## config.mk

```make
export PLATFORM = sky130hd
export DESIGN_NAME = circuit_long
export DESIGN_NICKNAME = d
export VERILOG_FILES = /design/src/rtl/circuit_long.sv
export SDC_FILE = /design/constraint.sdc
export NUM_CORES = 1
export LEC_CHECK = 0
export CAP_MARGIN = 20
export CORE_MARGIN = 8
export CORE_UTILIZATION = 47
export CTS_CLUSTER_DIAMETER = 100
export CTS_CLUSTER_SIZE = 30
export DETAILED_ROUTE_END_ITERATION = 8
export PLACE_DENSITY = 0.81
export RECOVER_POWER = 100
export SYNTH_ARGS = -nofsm -noshare
export SYNTH_HDL_FRONTEND = slang
export SYNTH_SLANG_ARGS = --single-unit
```

## constraint.sdc

```tcl
create_clock -name clk -period 3.19 [get_ports clk]
set_input_delay 0.4785 -clock clk [delete_from_list [all_inputs] [get_ports clk]]
set_output_delay 0.4785 -clock clk [all_outputs]
set_load 0.1 [all_outputs]
```

## src/rtl/circuit_long.sv

```systemverilog
// circuit_long: 3-input lookup function with registered value,
// one-hot minterm decode and a saturating rising-edge counter.
module circuit_long #(
    parameter logic [7:0] TRUTH_TABLE = 8'hCA,
    parameter int         CNT_W       = 8
) (
    input  logic             clk,
    input  logic             rst_n,
    input  logic             a,
    input  logic             b,
    input  logic             c,
    output logic             f_comb,
    output logic             f,
    output logic [7:0]       minterm,
    output logic [CNT_W-1:0] f_rise_cnt
);

    localparam logic [CNT_W-1:0] CNT_MAX = {CNT_W{1'b1}};

    logic [2:0]       idx;
    logic [7:0]       minterm_nxt;
    logic             rise;
    logic [CNT_W-1:0] cnt_nxt;

    assign idx    = {a, b, c};
    assign f_comb = TRUTH_TABLE[idx];

    // One-hot decode of the current input combination.
    always_comb begin
        minterm_nxt      = 8'h00;
        minterm_nxt[idx] = 1'b1;
    end

    // Next counter value: bump on a 0->1 step of f, stick at all-ones.
    always_comb begin
        rise    = f_comb & ~f;
        cnt_nxt = f_rise_cnt;
        if (rise && (f_rise_cnt != CNT_MAX)) begin
            cnt_nxt = f_rise_cnt + 1'b1;
        end
    end

    // State registers; reset clears them without waiting for a clock edge.
    always_ff @(posedge clk or negedge rst_n) begin
        if (!rst_n) begin
            f          <= 1'b0;
            minterm    <= 8'h00;
            f_rise_cnt <= '0;
        end else begin
            f          <= f_comb;
            minterm    <= minterm_nxt;
            f_rise_cnt <= cnt_nxt;
        end
    end

endmodule

```

# [Word level (Yosys, flattened, before mapping)]
# Memory sizes are Yosys's and may differ from the RTL's.
# Cells that the tools add are included.
[word_totals] word_cells=15 input_bits=5 latchBits=0 regBits=17 mem_bits_rw=0 out_inout_bits=18 mem_bits_ro=8 n_memories=1
[classes] multipliers=0 n_reduce_logical=2 shift=0 muxes=3 add_sub_neg=1 div=0 bitwise=2 order_cmp=2 n_eq_ne=1
[memory_table] memory="(name not given)" words=8 word_bits=1 rd=1 rd_ports_with_merged_regs=0 write_ports=0 line="26" text="assign f_comb = TRUTH_TABLE[idx];"
[ops] operator="8-bit by 1-bit adder with 8-bit output, second input constant" count=1
[ops] operator="8-bit != test, second input constant" count=1
[ops] operator="3-bit by 4-bit less-than comparator with 1-bit output, second input constant" count=1
[ops] operator="1-bit demux with 3-bit select" count=1
[ops] operator="3-bit by 1-bit greater-or-equal comparator with 1-bit output, second input constant" count=1
[ops] operator="1-bit logical AND" count=2
[ops] operator="1-bit 2-to-1 mux" count=2
[ops] operator="1-bit bitwise AND" count=1
[ops] operator="1-bit NOT" count=1

# [Logic depth before layout (Yosys ltp)]
# Gate-level depths: netlist of run 1.
[logic_depth] ltp_word=4 depth_mapped=5 depth_no_buf=5

# [Least setup slack after synthesis of run 1]
# No wires, ideal clock.
[synth_timing] path_type="register -> register" start="register f_rise_cnt[0]" end="register f_rise_cnt[6]" setup_ps=126 setup_slack_ps=1023 stages_incl_launch_ff=6 path_buffers=0 synth_period_minus_slack_ps=2167 t_arrival_ps=2042 t_required_ps=3064 path_cell_list="dfrtp_1 -> ha_1 -> nand3_1 -> nor3_4 -> nand3_2 -> mux2_4"
[synth_via] elab_chain_len=2 word_cells_on_any_way=3 cone_classes="1 x add/sub; 1 x eq/ne; 1 x reduce/logical"
[synth_rtl] element="start: declaration" line="15" text="output logic [CNT_W-1:0] f_rise_cnt"
[synth_rtl] element="start signal: assignment" line="52" text="f_rise_cnt <= cnt_nxt;"
[synth_rtl] element="parallel branches: the longest is 2 deep, another holds 8-bit by 1-bit adder with 8-bit output"
# Parallel ways; which one is timed is not known.
# A chain may end at the register's enable or synchronous reset.

# [Worst setup path in the final report of run 1]
[layout_timing] start="input a" end="output f_comb"
[layout_via] elab_chain_len=2
[layout_rtl] element="start: declaration" line="9" text="input logic a,"
[layout_rtl] element="memory 8 x 1 bit"
[layout_rtl] element="1-bit 2-to-1 mux (not written as such)" line="26"
[layout_rtl] element="end: declaration" line="12" text="output logic f_comb,"
# No other way between the ends. The select of a mux whose other input is x is not followed.

==> flow_summary.toml, run 1 <==
[status]
status = "completed"

[setup_path]
cp_cell_sequence = "dlygate4sd3_1 -> mux2i_4 -> inv_1 -> clkbuf_2"
cp-start-kind = "input pin"
criticalPathCategory = "input pin to output pin"
crit_buf_inv = 3
cpPeakStageDelay_ns = 0.74
critPathCaptureType = "output pin"
slowest_stage = "dlygate4sd3_1"
cp_max_fo = 9
path_delay_family = "buffers and inverters"
crit_arrival_ns = 2.04
crit_required_ns = 2.71

[timing]
hold_viol = 0
setup_slack_ns = 0.674
slew_headroom_pct = 22.3
setup-violations-final = 0
finClkSkew_ns = 0.00251
grt_setup_unrepaired = "no"
max_freq_ghz = 0.398
hold_slack_ns = 0.548
finalMaxSlewViolations = 0
timing.final.crit_share_pct = 78.9
finalCriticalPeriod_ns = 2.52
tightest_slew_ns = 1.17
tns_ns = 0

[synthesis]
synth_area_per_cell_um2 = 13.4
ys_seq_area_share_pct = 56.7
synth.top_cells.by_area = "dfrtp_1, nor3b_1, mux2i_4, a211oi_4, and3b_2"
synth_seq_cells = 17
ys_types = 27
synth-simple-area-share_pct = 23.2
netlist_instances = 56
synth_compound_area_share_pct = 5.00
synth_top_family_by_area = "simple AND/OR/NAND/NOR gates"
synth-xor-area-share_pct = 3.50
synth_fa_ha_area_share_pct = 1.67
synth_warnings = 0
syn_area_um2 = 751
synth.area.mux_share_pct = 8.00
synth.top_cell.area_share_pct = 56.7
synth_area_leader_cell = "dfrtp_1"
synth_nets = 62

[routing]
drc_errors = 0
wl_per_cell_um = 14.4
drt_iter0_markers = 7
ant_nets = 0
num_vias = 525
wirelength_um = 1400
viasPerCell = 5.41
drt_pass1_iterations = 4

[clock_tree]
cts_setup_buffers = 0
cts_resized = 0
cts_buffers = 3
clock_path_buffers = 2
cts_htree_levels = 1
cts_tree = "done"
path_clk_slew_ns = 0.08
cts_hold_buf = 0
root_buffer = "clkbuf_4"
cts.sinks = 17
clk_latency_ns = 0.27

[pwr]
peakVddDrop_mv = 0.515
p_leak_nw = 0.417
p_per_area_nw_per_um2 = 969

[place]
dp_cells = 93
globalplace.congestion = 0.731
pre_cts_ws_ns = 0.780
hpwl_um = 1080
io_buffers = 22

[floorplanning]
io_pins = 23
fp-row-count = 14
die_area_um2 = 3130
die_y_um = 56.0
core_um2 = 1510
initial_utilization_pct = 49.8
die_w_um = 56.0

[final_layout]
drive_gt1_share_pct = 13.6
antenna_cells = 0
layout.nets = 88
area_growth_syn_to_layout_pct = 22.2
fin_cells = 97

[global_routing]
grt_pass1_vias = 557
grt_util_all_layers_pct = 9.16
antenna_found_initial = 0
grt_overflow = 0
grt_max_degree = 18
grt_pass1_wl_um = 2370

[job]
max_cap_violations = 0

[min_path]
hold_path.class = "flop to flop"
-- worst reg2reg max path, cell delays in order, from the launching register on --
cell and delay [ns]:
dfrtp_1 0.43, ha_1 0.24, and3_1 0.18, a211oi_1 0.52, mux2_1 0.37
-- layout make-up --
| cell class | instances | area, um^2 |
|---|---|---|
| fillers | 136 | 589 |
| flip-flops and latches | 17 | 425 |
| multi-input cells | 37 | 283 |
| repair buffers | 22 | 159 |
| clock buffers | 4 | 26.3 |
| well taps | 16 | 20.0 |
| inverters | 1 | 3.75 |
-- path summary, 6_finish.rpt --
check                                    from            end  slack, ns  depth (start not counted)
worst min-delay path            f_rise_cnt[0]  f_rise_cnt[0]       0.55                          1
worst min register to register  f_rise_cnt[0]  f_rise_cnt[0]       0.55                          1
min in group asynchronous               rst_n  f_rise_cnt[4]       0.70                          1
max in group asynchronous               rst_n  f_rise_cnt[1]       2.03                          1
worst max-delay path                        a         f_comb       0.67                          4
worst max register to register  f_rise_cnt[0]  f_rise_cnt[1]       1.33                          4
-- Yosys cell counts (all sizes together) --
| library cell | n |
|---|---|
| xor2 | 1 |
| dfrtp | 17 |
| ha | 1 |
| xnor2 | 2 |
| or2b | 1 |
| nor4 | 1 |
| nand2 | 2 |
| and4 | 2 |
| nor2 | 3 |
| a21oi | 2 |
| mux2i | 1 |
| nand3 | 3 |
| nor3b | 4 |
| nand4 | 2 |
| a211oi | 1 |
| mux2 | 3 |
| inv | 1 |
| and3 | 2 |
| nor3 | 3 |
| and3b | 2 |
| buf | 1 |
| a21boi | 1 |
-- report_power, final --
group	switching [mW]	internal, mW	leakage [nW]
logic	0.393	0.0702	0.184
registers	0.0603	0.259	0.218
clock network	0.0581	0.0484	0.0150
-- metal layers --
metal	global-route usage (%)	part of all wire, %	wire length (um)	vias to the layer above
li1	-	-	-	254
met3	4.79	12	171	0
met2	15.4	49	687	18
met4	4.12	0	0	0
met1	9.13	39	540	253
met5	0	0	0	-
-- cells in the final DEF (no fill, tap or decap), types with 2 or more instances in the layout --
master and count:
a21oi_1 2, and3b_2 2, and4_1 2, clkbuf_1 10, clkbuf_4 3, dfrtp_1 17, dlygate4sd3_1 12, mux2_1 2
nand2_1 2, nand3_1 2, nand4_1 2, nor2_1 3, nor3_1 3, nor3b_1 4, xnor2_1 2
-- stage by stage --
step | instance area, um^2 | utilization (%) | total power [mW]
global placement | 955 | 63.4 | 0.828
global route | 917 | 60.9 | 0.929
finish | 917 | 60.9 | 0.889
CTS | 981 | 65.1 | 0.947
detailed placement | 955 | 63.4 | 0.838
floorplan | 751 | - | 0.721
-- registers in the layout, summed over array words and instances, names as in the netlist --
signal,flops
f_rise_cnt,8
minterm,8
f,1
-- cell families (layout without fill, tap and decap cells) --
kind of cell               count (synthesis)  count (layout)
AOI/OAI and AO/OA                          4               4
adders and majority gates                  1               1
xor gates and xnor gates                   3               3
muxes                                      4               4
DFF                                       17              17
buffers and inverters                      2              27
and+or+nand+nor                           25              25
No activity file was read; power rests on OpenSTA's default activity.
==> run 2, diff against run 1 <==
--- a/config.mk
+++ b/config.mk
@@ -7,11 +7,11 @@
 export LEC_CHECK = 0
 export CAP_MARGIN = 20
 export CORE_MARGIN = 8
-export CORE_UTILIZATION = 47
+export CORE_UTILIZATION = 44
 export CTS_CLUSTER_DIAMETER = 100
 export CTS_CLUSTER_SIZE = 30
 export DETAILED_ROUTE_END_ITERATION = 8
-export PLACE_DENSITY = 0.81
+export PLACE_DENSITY = 0.77
 export RECOVER_POWER = 100
 export SYNTH_ARGS = -nofsm -noshare
 export SYNTH_HDL_FRONTEND = slang
==> constraint.sdc (replaced) <==
create_clock -name clk -period 2.55 [get_ports clk]
set_input_delay 0.3825 -clock clk [delete_from_list [all_inputs] [get_ports clk]]
set_output_delay 0.3825 -clock clk [all_outputs]
set_load 0.1 [all_outputs]
==> run 2 against run 1 <==
Compared with the run above:
- core utilization is 8.5 points lower
- sequential share of layout area up 2.3 points
- setup slack got worse by 0.38 ns
- first-iteration DRC count stayed put
- largest power group unchanged
- highest routed layer is now met4
- flip-flop and latch count is the same
- clock skew increased by 0.0018 ns
==> flow_summary.toml, run 2 (synthesis results as in run 1) <==
[status]
status = "completed"

[routing]
drt_pass1_iterations = 3
ant_nets = 0
viasPerCell = 5.16
wirelength_um = 1420
num_vias = 506
wl_per_cell_um = 14.5
drc_errors = 0
drt_iter0_markers = 7

[floorplanning]
die_y_um = 57.3
die_area_um2 = 3280
core_um2 = 1670
initial_utilization_pct = 44.9
fp-row-count = 15
die_w_um = 57.3
io_pins = 23

[final_layout]
layout.nets = 88
area_growth_syn_to_layout_pct = 16.5
drive_gt1_share_pct = 14.8
final_cell_mix = "clkbuf_1, dfrtp_1, nor3b_1, clkbuf_4"
layout_commonest_cell = "clkbuf_1"
antenna_cells = 0
reg.largest.list = "f_rise_cnt: 8 flops, minterm: 8 flops, f: 1 flops"
fin_area_um2 = 875

[clock_tree]
root_buffer = "clkbuf_4"
clk_latency_ns = 0.28
path_clk_slew_ns = 0.09
clock_path_buffers = 2
cts_resized = 0
cts_hold_buf = 0
cts_buffers = 3
cts.sinks = 17
cts_tree = "done"
cts_htree_levels = 1
cts_setup_buffers = 0

[timing]
max_freq_ghz = 0.444
hold_slack_ns = 0.540
finClkSkew_ns = 0.00435
slew_headroom_pct = 21.7
timing.final.crit_share_pct = 88.3
hold_viol = 0
setup-violations-final = 0
finalMaxSlewViolations = 0
tns_ns = 0
finalCriticalPeriod_ns = 2.25
grt_setup_unrepaired = "no"
tightest_slew_ns = 1.18

[setup_path]
r2r_end = "f_rise_cnt[1]"
reg2reg_from = "f_rise_cnt[0]"
crit_required_ns = 2.17
worst-r2r-cell-count = 4
reg2reg_slack_ns = 0.62
cp_cell_sequence = "dlygate4sd3_1 -> mux2i_4 -> inv_1 -> clkbuf_4"
slowest_stage = "dlygate4sd3_1"
crit_arrival_ns = 1.87
cpPeakStageDelay_ns = 0.73
criticalPathCategory = "input pin to output pin"
cp-start-kind = "input pin"
cp_max_fo = 9
critPathCaptureType = "output pin"

[global_routing]
grt_pass1_vias = 527
grt_pass1_wl_um = 2390
antenna_found_initial = 0
grt_util_all_layers_pct = 9.47
grt_overflow = 0
grt_max_degree = 18

[pwr]
p_per_area_nw_per_um2 = 1280
switching_share_pct = 57.9
pwr-share-seq_pct = 35.7
power_frac_comb_pct = 51.8
peakVddDrop_mv = 0.642
power.internal_uw = 471
power.net_switching_uw = 649
p_leak_nw = 0.379
p_clk_share_pct = 12.5

[min_path]
whs_path_depth = 1
worstHoldStart = "f_rise_cnt[0]"
whs_endpoint = "f_rise_cnt[0]"
hold_path.class = "flop to flop"

[place]
globalplace.congestion = 0.727
hpwl_um = 1070
io_buffers = 22
place_area_um2 = 948

[job]
max_cap_violations = 0
[run 2: power by group through the flow]
stage | combinational (mW) | sequential [mW] | clock (mW)
floorplan | 0.112 | 0.789 | 0
global placement | 0.636 | 0.403 | 0
detailed placement | 0.643 | 0.408 | 0
CTS | 0.643 | 0.403 | 0.146
global route | 0.602 | 0.408 | 0.153
finish | 0.581 | 0.400 | 0.140
[run 2: routing by layer]
layer  up-vias  share of wire [%]  global-route usage (%)
met5         -                  0                       0
met2        17                 42                    13.0
met3         4                9.1                    4.48
met1       233                 47                    11.3
li1        252                  -                       -
met4         0                1.8                    6.43
[run 2: worst max-delay path by stage]
stage / cells past startpoint / from / slack [ns] / to
final: 4 / a / 0.30 / f_comb
after global routing: 4 / a / 0.20 / f_comb
after CTS: 4 / a / 0.34 / f_comb
after detailed placement: 4 / a / 0.34 / f_comb
after global placement: 4 / a / 0.39 / f_comb
after floorplan: 5 / f_rise_cnt[0] / 0.38 / f_rise_cnt[6]
[run 2: stage by stage]
| stage | power [mW] | cells | utilization (%) | setup WS, ns |
|---|---|---|---|---|
| 2_1_floorplan | 0.901 | 56 | - | 0.383 |
| 3_3_place_gp | 1.04 | 94 | 56.8 | 0.394 |
| 3_5_place_dp | 1.05 | 94 | 56.8 | 0.341 |
| 4_1_cts | 1.19 | 98 | 58.4 | 0.340 |
| 5_1_grt | 1.16 | 98 | 52.4 | 0.198 |
| 6_report | 1.12 | 98 | 52.4 | 0.297 |
[run 2: cell type report]
class	instances	area [um^2]
clock buffer	4	26.3
fill	162	796
inverter	1	3.75
multi-input combinational	37	287
sequential	17	425
tap	17	21.3
timing repair buffer	22	111
[run 2: critical path, delay by kind of cell]
| kind | cells | cell delay (ns) |
|---|---|---|
| muxes | 1 | 0.37 |
| buffers and inverters | 3 | 1.11 |
